**config.mk**
```make
export PLATFORM = sky130hd
export DESIGN_NAME = wb_slave_regfile
export DESIGN_NICKNAME = d
export VERILOG_FILES = /design/src/rtl/wb_slave_regfile.sv
export SDC_FILE = /design/constraint.sdc
export NUM_CORES = 1
export LEC_CHECK = 0
export ABC_AREA = 1
export ABC_CLOCK_PERIOD_IN_PS = 12400
export CAP_MARGIN = 15
export CELL_PAD_IN_SITES_DETAIL_PLACEMENT = 0
export CELL_PAD_IN_SITES_GLOBAL_PLACEMENT = 1
export CORE_MARGIN = 8
export CORE_UTILIZATION = 45
export CTS_BUF_LIST = sky130_fd_sc_hd__clkbuf_8
export DETAILED_ROUTE_END_ITERATION = 12
export PLACE_DENSITY_LB_ADDON = 0.05
export RECOVER_POWER = 25
export SLEW_MARGIN = 20
export SYNTH_ARGS = -nofsm -noshare
export SYNTH_HDL_FRONTEND = slang
export SYNTH_SLANG_ARGS = --single-unit
```
**constraint.sdc**
```tcl
create_clock -name clk_i -period 12.4 [get_ports clk_i]
set_clock_uncertainty 0.1 [all_clocks]
set_input_delay 1.86 -clock clk_i [delete_from_list [all_inputs] [get_ports clk_i]]
set_output_delay 1.86 -clock clk_i [all_outputs]
set_load 0.01 [all_outputs]
```
**src/rtl/wb_slave_regfile.sv**
```systemverilog
// Wishbone B4 classic-cycle slave with NUM_REGS byte-lane-writable registers and WAIT_STATES wait cycles.
// Define WB_SLAVE_REGFILE_ERR_EN to terminate out-of-range accesses with err_o instead of ack_o.
module wb_slave_regfile #(
  parameter int unsigned ADDR_WIDTH  = 16,
  parameter int unsigned DATA_WIDTH  = 32,
  parameter int unsigned GRANULE     = 8,
  parameter int unsigned NUM_REGS    = 8,
  parameter int unsigned WAIT_STATES = 0
) (
  input  logic                          clk_i,
  input  logic                          rst_i,
  input  logic [ADDR_WIDTH-1:0]         adr_i,
  input  logic [DATA_WIDTH-1:0]         dat_i,
  output logic [DATA_WIDTH-1:0]         dat_o,
  input  logic [DATA_WIDTH/GRANULE-1:0] sel_i,
  input  logic                          we_i,
  input  logic                          cyc_i,
  input  logic                          stb_i,
  output logic                          ack_o,
  output logic                          err_o
);

  localparam int unsigned SEL_WIDTH = DATA_WIDTH / GRANULE;
  localparam int unsigned LSB       = $clog2(SEL_WIDTH);
  localparam int unsigned IDX_W     = $clog2(NUM_REGS);
  localparam int unsigned CNT_W     = 4;

  typedef enum logic [1:0] {
    S_IDLE = 2'd0,
    S_WAIT = 2'd1,
    S_ACK  = 2'd2
  } state_t;

  state_t                r_state;
  state_t                w_state_nxt;
  logic [CNT_W-1:0]      r_cnt;
  logic [CNT_W-1:0]      w_cnt_nxt;
  logic                  w_commit;
  logic                  w_req;
  logic                  w_oor;
  logic [IDX_W-1:0]      w_idx;
  logic [DATA_WIDTH-1:0] w_mask;
  logic [DATA_WIDTH-1:0] r_regs [NUM_REGS];
  logic [DATA_WIDTH-1:0] r_dat;
  logic                  r_ack;

  assign w_req = cyc_i & stb_i;
  assign w_idx = adr_i[LSB +: IDX_W];
  // Any address bit above the index field set means the access misses the bank.
  assign w_oor = |(adr_i >> (LSB + IDX_W));

  // Expand byte-lane selects into a bit mask.
  always_comb begin
    w_mask = '0;
    for (int k = 0; k < SEL_WIDTH; k++) begin
      w_mask[k*GRANULE +: GRANULE] = {GRANULE{sel_i[k]}};
    end
  end

  // Next-state: w_commit marks the edge that enters ACK, where the transfer takes effect.
  always_comb begin
    w_state_nxt = r_state;
    w_cnt_nxt   = r_cnt;
    w_commit    = 1'b0;
    case (r_state)
      S_IDLE: begin
        if (w_req) begin
          if (WAIT_STATES == 0) begin
            w_state_nxt = S_ACK;
            w_commit    = 1'b1;
          end else begin
            w_state_nxt = S_WAIT;
            w_cnt_nxt   = CNT_W'(WAIT_STATES - 1);
          end
        end
      end
      S_WAIT: begin
        if (!w_req) begin
          w_state_nxt = S_IDLE;
          w_cnt_nxt   = '0;
        end else if (r_cnt == '0) begin
          w_state_nxt = S_ACK;
          w_commit    = 1'b1;
        end else begin
          w_cnt_nxt = r_cnt - CNT_W'(1);
        end
      end
      S_ACK:   w_state_nxt = S_IDLE;
      default: w_state_nxt = S_IDLE;
    endcase
  end

  always_ff @(posedge clk_i or posedge rst_i) begin
    if (rst_i) begin
      r_state <= S_IDLE;
      r_cnt   <= '0;
    end else begin
      r_state <= w_state_nxt;
      r_cnt   <= w_cnt_nxt;
    end
  end

  // Register bank and read data; both only change on the committing edge.
  always_ff @(posedge clk_i or posedge rst_i) begin
    if (rst_i) begin
      for (int i = 0; i < NUM_REGS; i++) begin
        r_regs[i] <= '0;
      end
      r_dat <= '0;
    end else if (w_commit) begin
      if (we_i) begin
        if (!w_oor) begin
          r_regs[w_idx] <= (r_regs[w_idx] & ~w_mask) | (dat_i & w_mask);
        end
      end else begin
`ifdef WB_SLAVE_REGFILE_ERR_EN
        if (!w_oor) begin
          r_dat <= r_regs[w_idx] & w_mask;
        end
`else
        r_dat <= w_oor ? '0 : (r_regs[w_idx] & w_mask);
`endif
      end
    end
  end

`ifdef WB_SLAVE_REGFILE_ERR_EN
  logic r_err;

  always_ff @(posedge clk_i or posedge rst_i) begin
    if (rst_i) begin
      r_ack <= 1'b0;
      r_err <= 1'b0;
    end else begin
      r_ack <= w_commit & ~w_oor;
      r_err <= w_commit & w_oor;
    end
  end

  assign err_o = r_err;
`else
  always_ff @(posedge clk_i or posedge rst_i) begin
    if (rst_i) begin
      r_ack <= 1'b0;
    end else begin
      r_ack <= w_commit;
    end
  end

  assign err_o = 1'b0;
`endif

  assign ack_o = r_ack;
  assign dat_o = r_dat;

endmodule

```
==> results of run 1 <==
layer usage:
metal  up-vias  global-route usage [%]  routed length (µm)
li1       6436                       -                   -
met1      6575                    34.1               21900
met2       455                    42.1               23000
met3       101                    3.94                3380
met4         0                    8.59                1350
met5         -                       0                   0
state kept, by name, summed over array words and instances (netlist names):
register and cells:
ack_o 1, r_regs 256, dat_o 32, r_state 1
cells by family after synthesis:
| family | after synthesis |
|---|---|
| DFF | 290 |
| other | 1 |
| buffers and inverters | 183 |
| and+or+nand+nor | 1543 |
worst max-delay path, stage by stage:
cell,delay (ps)
dlygate4sd3_1,540
clkinvlp_2,1880
buf_4,1020
final cells by class:
class / count / area, µm² / area share, %
Sequential cell: 290 / 7260 / 43.5
Multi-Input combinational cell: 1544 / 6630 / 39.7
Timing Repair Buffer: 110 / 1030 / 6.18
Clock buffer: 66 / 908 / 5.44
Tap cell: 442 / 553 / 3.31
Inverter: 45 / 173 / 1.03
Clock inverter: 29 / 141 / 0.847
cell usage in the layout, fill, tap and decap left out, drive strengths merged:
master and instances:
nand4 40, dfrtp 290, dlygate4sd3 2, clkdlybuf4s50 82, nor3 5, or2 32, nand2 1020, clkinvlp 2
clkinv 2, buf 26, conb 1, clkbuf 66, inv 69, nand3 343, nor2 102, bufinv 1
and2 1
worst paths after layout:
check | start | to | depth (start not counted)
setup / recovery | rst_i | r_regs[215]$_DFFE_PP0P_ | 3
setup reg to reg | r_state[1]$_DFFE_PP0P_ | r_regs[52]$_DFFE_PP0P_ | 6
min in group asynchronous | rst_i | r_regs[235]$_DFFE_PP0P_ | 2
max in group clk_i | adr_i[2] | r_regs[52]$_DFFE_PP0P_ | 8
hold / removal | dat_o[11]$_DFFE_PP0P_ | dat_o[11]$_DFFE_PP0P_ | 2
hold reg to reg | dat_o[11]$_DFFE_PP0P_ | dat_o[11]$_DFFE_PP0P_ | 2
report_power, final:
part	internal [mW]	switching (mW)	leakage, nW
combinational	0.0308	0.0995	4.79
sequential	0.948	0.000342	4.05
clock	0.495	0.408	0.630
total	1.47	0.508	9.47
metrics by stage:
| step | cells | cell area [µm²] |
|---|---|---|
| 3_3_place_gp | 2431 | 15700 |
| 6_report | 2526 | 16700 |
| 4_1_cts | 2526 | 16700 |
| 5_1_grt | 2526 | 16700 |
| 3_5_place_dp | 2431 | 15700 |
| 2_1_floorplan | 2017 | 14700 |
==> flow_summary.yaml, run 1 <==
synth:
  synth_most_common_cell: "nand2_1"
  synth-simple-area-share_pct: 45.1
  synth_area_leaders: "dfrtp_1, nand2_1, nand3_1"
  synth_top_family_by_area: "simple AND/OR/NAND/NOR gates"
  synth_area_um2: 14700
  syn_area_per_cell_um2: 7.27
  ys_seq_area_share_pct: 49.5
  synth.distinct_cells: 20
  synth_compound_area_share_pct: 0
  synth_xor_area_share_pct: 0
  async_reset_ff_share_pct: 100
  synth_seq_cells: 290
  synth_cells: 2017
  yosys.area.top_type: "dfrtp_1"
  netlist.area_leader.share_pct: 49.5
  synth_fa_ha_area_share_pct: 0
  ys_dominant_reg_cell: "dfrtp_1"
  synth_edf_count: 0
  synth_fp_nets: 2074
  synth_mux_area_share_pct: 0
  yosysWarnings: 0
  netlist_top_cells_count: "nand2_1, nand3_1, dfrtp_1"
pwr:
  power_density_nw_per_um2: 119
  leakagePower_nw: 9.47
  total_power_mw: 1.98
  peakVddDrop_mv: 0.0856
timing:
  max_freq_ghz: 0.203
  whs_ps: 374
  fin_crit_ps: 4930
  relSlewSlack_pct: -126
  setup_ws_ps: 7470
  setup_violations: 0
  finalHoldViolations: 0
  period_share_pct: 39.8
  grt_setup_unrepaired: "false"
  tightest_slew_ps: 3370
  maxSlewViolCount: 74
  final.setup.tns_ps: 0
critical_path:
  worst_ep_arrival_time_ps: 5400
  r2r_setup_slack_ps: 9850
  critPathLaunchType: "input port"
  crit_path_end_kind: "async pin"
  required_ps: 12870
  crit_fanout: 73
  critPathKind: "in -> async"
route:
  drtIter0Drc: 1231
  vias_per_cell: 5.37
  first_pass_iters: 5
  routedWlPerCell_um: 19.7
  num_vias: 13600
  wl_um: 49600
  drc: 0
  drtAntennaViolNets: 0
grt:
  gr-total-overflow: 0
  grtUsageTotal_pct: 25.6
  grt_pass1_wl_um: 76900
  antenna_found_initial: 0
  grt_pass1_vias: 13200
  grt_max_degree: 81
floorplan:
  rows: 66
  die_height_um: 196
  dieArea_um2: 38600
  pin_count: 91
  core-area_um2: 32300
  initial_core_util_pct: 45.4
  die-width_um: 196
cts:
  clock_path_buffers: 3
  hold_buffers: 0
  post_cts_buffers: 0
  cts_buffers: 53
  cts_tree: "yes"
  htreeDepth: 2
  clkLatencyLatePin_ps: 610
  cts_root_buffer: "clkbuf_8"
  path_clk_slew_ps: 50
  clock_sinks: 290
  cts.repair.resized: 0
placement:
  place_ws_ps: 7270
  gp_congestion: 0.773
  portBuffers: 87
  place_hpwl_um: 24200
layout:
  finalCoreUtilization_pct: 51.7
  nets: 2101
  fill_cells: 3331
  layout-drive-gt1-share_pct: 8.59
  syn_to_final_growth_pct: 13.9
  diodes: 0
status:
  violations: "max-capacitance violations, max-slew violations"
  status: "finished, violations left"
flow_run:
  cap_violations: 1
worst_hold_path:
  hp-class: "reg -> reg"
No activity file was read; power rests on OpenSTA's default activity.
==> run 2, diff against run 1 <==
Settings changed: ABC_CLOCK_PERIOD_IN_PS 12400 to 4000, CORE_UTILIZATION 45 to 41.
Clock period 12.4 ns to 4 ns, I/O delays scaled along.
==> flow_summary.yaml, run 2 (synthesized netlist as in run 1, its figures left out) <==
grt:
  gr-total-overflow: 0
  grt_pass1_vias: 13300
  antenna_found_initial: 0
  grt_pass1_wl_um: 79300
  grt_max_degree: 94
  grtUsageTotal_pct: 24.3
timing:
  period_share_pct: 67.1
  tightest_slew_ps: 1400
  final.setup.tns_ps: 0
  finalHoldViolations: 0
  fin_crit_ps: 2680
  relSlewSlack_pct: 6.81
  setup_violations: 0
  maxSlewViolCount: 0
  grt_setup_unrepaired: "false"
  max_freq_ghz: 0.373
layout:
  layout_common_cells: "nand2_1, nand3_1, dfrtp_1, nor2_1, clkdlybuf4s50_1"
  nets: 2124
  layout-drive-gt1-share_pct: 9.49
  top_register: "r_regs"
  syn_to_final_growth_pct: 15.7
  diodes: 0
  finalCoreUtilization_pct: 47.9
  layout_commonest_cell: "nand2_1"
  largest_register_ffs: 256
  fin_area_um2: 17000
cts:
  clkLatencyLatePin_ps: 600
  post_cts_buffers: 0
  htreeDepth: 2
  cts.repair.resized: 0
  path_clk_slew_ps: 60
  cts_root_buffer: "clkbuf_8"
  cts_buffers: 54
  clock_path_buffers: 3
  cts_tree: "yes"
  clock_sinks: 290
  hold_buffers: 0
critical_path:
  critPathLaunchType: "input port"
  crit_path_end_kind: "async pin"
  worst_ep_arrival_time_ps: 3070
  critPathKind: "in -> async"
  crit_fanout: 93
  required_ps: 4380
floorplan:
  pin_count: 91
  initial_core_util_pct: 41.4
  dieArea_um2: 42000
  core-area_um2: 35400
  die_height_um: 205
  die-width_um: 205
  rows: 69
pwr:
  peakVddDrop_mv: 0.267
  power_density_nw_per_um2: 366
  leakagePower_nw: 9.61
placement:
  portBuffers: 87
  gp_congestion: 0.744
  post_dp_cell_area_um2: 15900
  place_hpwl_um: 27400
worst_hold_path:
  hp-class: "reg -> reg"
route:
  routedWlPerCell_um: 19.8
  drc: 0
  first_pass_iters: 5
  drtAntennaViolNets: 0
  num_vias: 13500
  drtIter0Drc: 1050
  wl_um: 50800
  vias_per_cell: 5.26
status:
  status: "completed"
flow_run:
  cap_violations: 0
run 2: changes by cell type in the layout (fill, tap and decap cells not counted):
cell / change
clkbuf_8: +5
clkbuf_4: +1
clkinvlp_4: -1
buf_12: +5
buf_4: +14
bufinv_16: -1
clkinv_2: -2
clkbuf_1: +2
run 2: worst paths after layout:
kind                                              from                 endpoint  slack, ps  depth (start not counted)
worst max register to register  r_state[1]$_DFFE_PP0P_   r_regs[28]$_DFFE_PP0P_       1790                          6
worst min register to register  r_state[1]$_DFFE_PP0P_   r_state[1]$_DFFE_PP0P_        370                          1
min in group asynchronous                        rst_i  r_regs[197]$_DFFE_PP0P_        560                          2
max in group clk_i                               cyc_i   r_regs[28]$_DFFE_PP0P_       1610                          8
worst max-delay path                             rst_i  r_regs[214]$_DFFE_PP0P_       1320                          3
worst min-delay path            r_state[1]$_DFFE_PP0P_   r_state[1]$_DFFE_PP0P_        370                          1
run 2: power by group:
part	internal (mW)	switching (mW)	total, mW
Sequential	2.94	0.000906	2.94
Clock	1.57	1.27	2.84
Combinational	0.109	0.316	0.425
run 2: cell type report:
| type | instances | area [µm²] |
|---|---|---|
| clock buffers | 71 | 977 |
| clock inverters | 25 | 93.8 |
| fillers | 3709 | 18400 |
| inverters | 45 | 173 |
| multi-input cells | 1544 | 6630 |
| flip-flops and latches | 290 | 7260 |
| well taps | 461 | 577 |
| repair buffers | 132 | 1250 |
run 2: critical path, stage by stage:
cell and delay, ps:
dlygate4sd3_1 550, clkinvlp_2 640, clkbuf_4 1140
run 2: routing by layer:
| layer | up-vias | part of all wire [%] | global-route usage [%] |
|---|---|---|---|
| met5 | - | 0 | 0 |
| li1 | 6471 | - | - |
| met2 | 435 | 47 | 39.6 |
| met1 | 6508 | 45 | 33.1 |
| met3 | 86 | 6.3 | 3.62 |
| met4 | 0 | 2.3 | 7.43 |
run 2: per-stage QoR:
step / power (mW) / worst slack (ps) / hold WS, ps / std cells
6_report: 6.20 / 1320 / 374 / 2568
2_1_floorplan: 3.24 / -547 / 346 / 2017
5_1_grt: 6.44 / 943 / 392 / 2568
3_5_place_dp: 3.42 / 1070 / 364 / 2472
4_1_cts: 6.28 / 1710 / 296 / 2568
3_3_place_gp: 3.42 / 1110 / 356 / 2472
==> run 3, diff against run 2 <==
Settings changed: ABC_CLOCK_PERIOD_IN_PS 4000 to 2250.
Clock period 4 ns to 2.25 ns, I/O delays scaled along.
==> flow_summary.yaml, run 3 (synthesized netlist as in run 1, its figures left out) <==
pwr:
  power.clock.fraction_pct: 46.3
  switching_power_mw: 2.92
  power_density_nw_per_um2: 630
  swShare_pct: 26.0
  leakagePower_nw: 10.0
  p_seq_share_pct: 46.5
  power_frac_comb_pct: 7.3
  p_int_mw: 8.32
  peakVddDrop_mv: 0.397
route:
  drc: 0
  drtIter0Drc: 1164
  routedWlPerCell_um: 19.3
  num_vias: 13800
  wl_um: 50800
  first_pass_iters: 5
  vias_per_cell: 5.24
  drtAntennaViolNets: 0
flow_run:
  cap_violations: 0
layout:
  fill_cells: 3563
  layout_commonest_cell: "nand2_1"
  top_register: "r_regs"
  diodes: 0
  layout-drive-gt1-share_pct: 12.5
  syn_to_final_growth_pct: 21.7
  finalCoreUtilization_pct: 50.4
  nets: 2182
  largest_register_ffs: 256
  layout_common_cells: "nand2_1, nand3_1, dfrtp_1, nor2_1, clkdlybuf4s50_1"
critical_path:
  cp.depth: 1
  path_delay_family: "buffers and inverters"
  critPathMaxStageDelay_ps: 550
  worst_ep_arrival_time_ps: 1530
  critPathKind: "reg -> out"
  crit_path_end_kind: "primary output"
  crit_fanout: 2
  path_buf_inv: 1
  required_ps: 1810
  critPathLaunchType: "flip-flop"
  r2r_cells: 9
  cp_cell_sequence: "clkdlybuf4s50_1"
  cp_slowest_cell: "clkdlybuf4s50_1"
floorplan:
  initial_core_util_pct: 41.4
  pin_count: 91
  rows: 69
  dieArea_um2: 42000
  die_height_um: 205
  core-area_um2: 35400
  die-width_um: 205
cts:
  path_clk_slew_ps: 60
  cts_root_buffer: "clkbuf_8"
  post_cts_buffers: 0
  htreeDepth: 2
  cts_tree: "yes"
  cts.repair.resized: 0
  clock_path_buffers: 3
  clock_sinks: 290
  cts_buffers: 53
  clkLatencyLatePin_ps: 630
  hold_buffers: 1
timing:
  max_freq_ghz: 0.508
  tightest_slew_ps: 649
  relSlewSlack_pct: 56.7
  maxSlewViolCount: 0
  period_share_pct: 87.5
  finalHoldViolations: 0
  grt_setup_unrepaired: "false"
  fin_crit_ps: 1970
  setup_violations: 0
  setup_ws_ps: 281
placement:
  place_ws_ps: -33.1
  gp_congestion: 0.789
  portBuffers: 87
  place_hpwl_um: 30500
status:
  status: "completed"
grt:
  grt_max_degree: 63
  grtUsageTotal_pct: 24.5
  gr-total-overflow: 0
  antenna_found_initial: 0
  grt_pass1_vias: 13600
  grt_pass1_wl_um: 80200
worst_hold_path:
  min_path_cells: 4
  hp-class: "in -> reg"
run 3: per-layer routing:
layer	wire length [µm]	global-route usage [%]
met1	23200	33.6
met2	22800	38.7
met3	3530	4.92
met4	1370	7.66
met5	0	0
run 3: final cells by class:
type	count	area, µm²	share of cell area, %
tap	461	577	3.23
clock inverter	28	151	0.849
sequential	290	7260	40.7
inverter	45	173	0.968
clock buffer	69	950	5.32
multi-input combinational	1544	6630	37.2
timing repair buffer	191	2100	11.8
run 3: path summary, 6_finish.rpt:
kind,slack [ps],start,end
worst max-delay path,280,dat_o[30]$_DFFE_PP0P_,dat_o[30]
worst min-delay path,290,stb_i,r_state[1]$_DFFE_PP0P_
worst max register to register,440,r_state[1]$_DFFE_PP0P_,r_regs[20]$_DFFE_PP0P_
worst min register to register,370,dat_o[27]$_DFFE_PP0P_,dat_o[27]$_DFFE_PP0P_
max in group asynchronous,360,rst_i,dat_o[27]$_DFFE_PP0P_
min in group asynchronous,720,rst_i,r_regs[230]$_DFFE_PP0P_
run 3: power groups by stage:
| stage | clock, mW | sequential [mW] | combinational, mW |
|---|---|---|---|
| finish | 5.20 | 5.22 | 0.820 |
| global route | 5.56 | 5.22 | 0.886 |
| CTS | 5.34 | 5.22 | 0.834 |
| global placement | 0 | 5.32 | 0.833 |
| floorplan | 0 | 5.32 | 0.436 |
| detailed placement | 0 | 5.32 | 0.830 |
run 3: metrics by stage:
| step | total power [mW] | instance area (µm²) | setup TNS [ps] | hold slack, ps | instances |
|---|---|---|---|---|---|
| finish | 11.2 | 17800 | 0 | 288 | 2628 |
| global route | 11.7 | 17800 | 0 | 284 | 2628 |
| CTS | 11.4 | 17900 | 0 | 240 | 2628 |
| detailed placement | 6.15 | 16800 | -121 | 364 | 2530 |
| global placement | 6.15 | 16800 | -2.95 | 357 | 2530 |
| floorplan | 5.75 | 14700 | -590060 | 346 | 2017 |
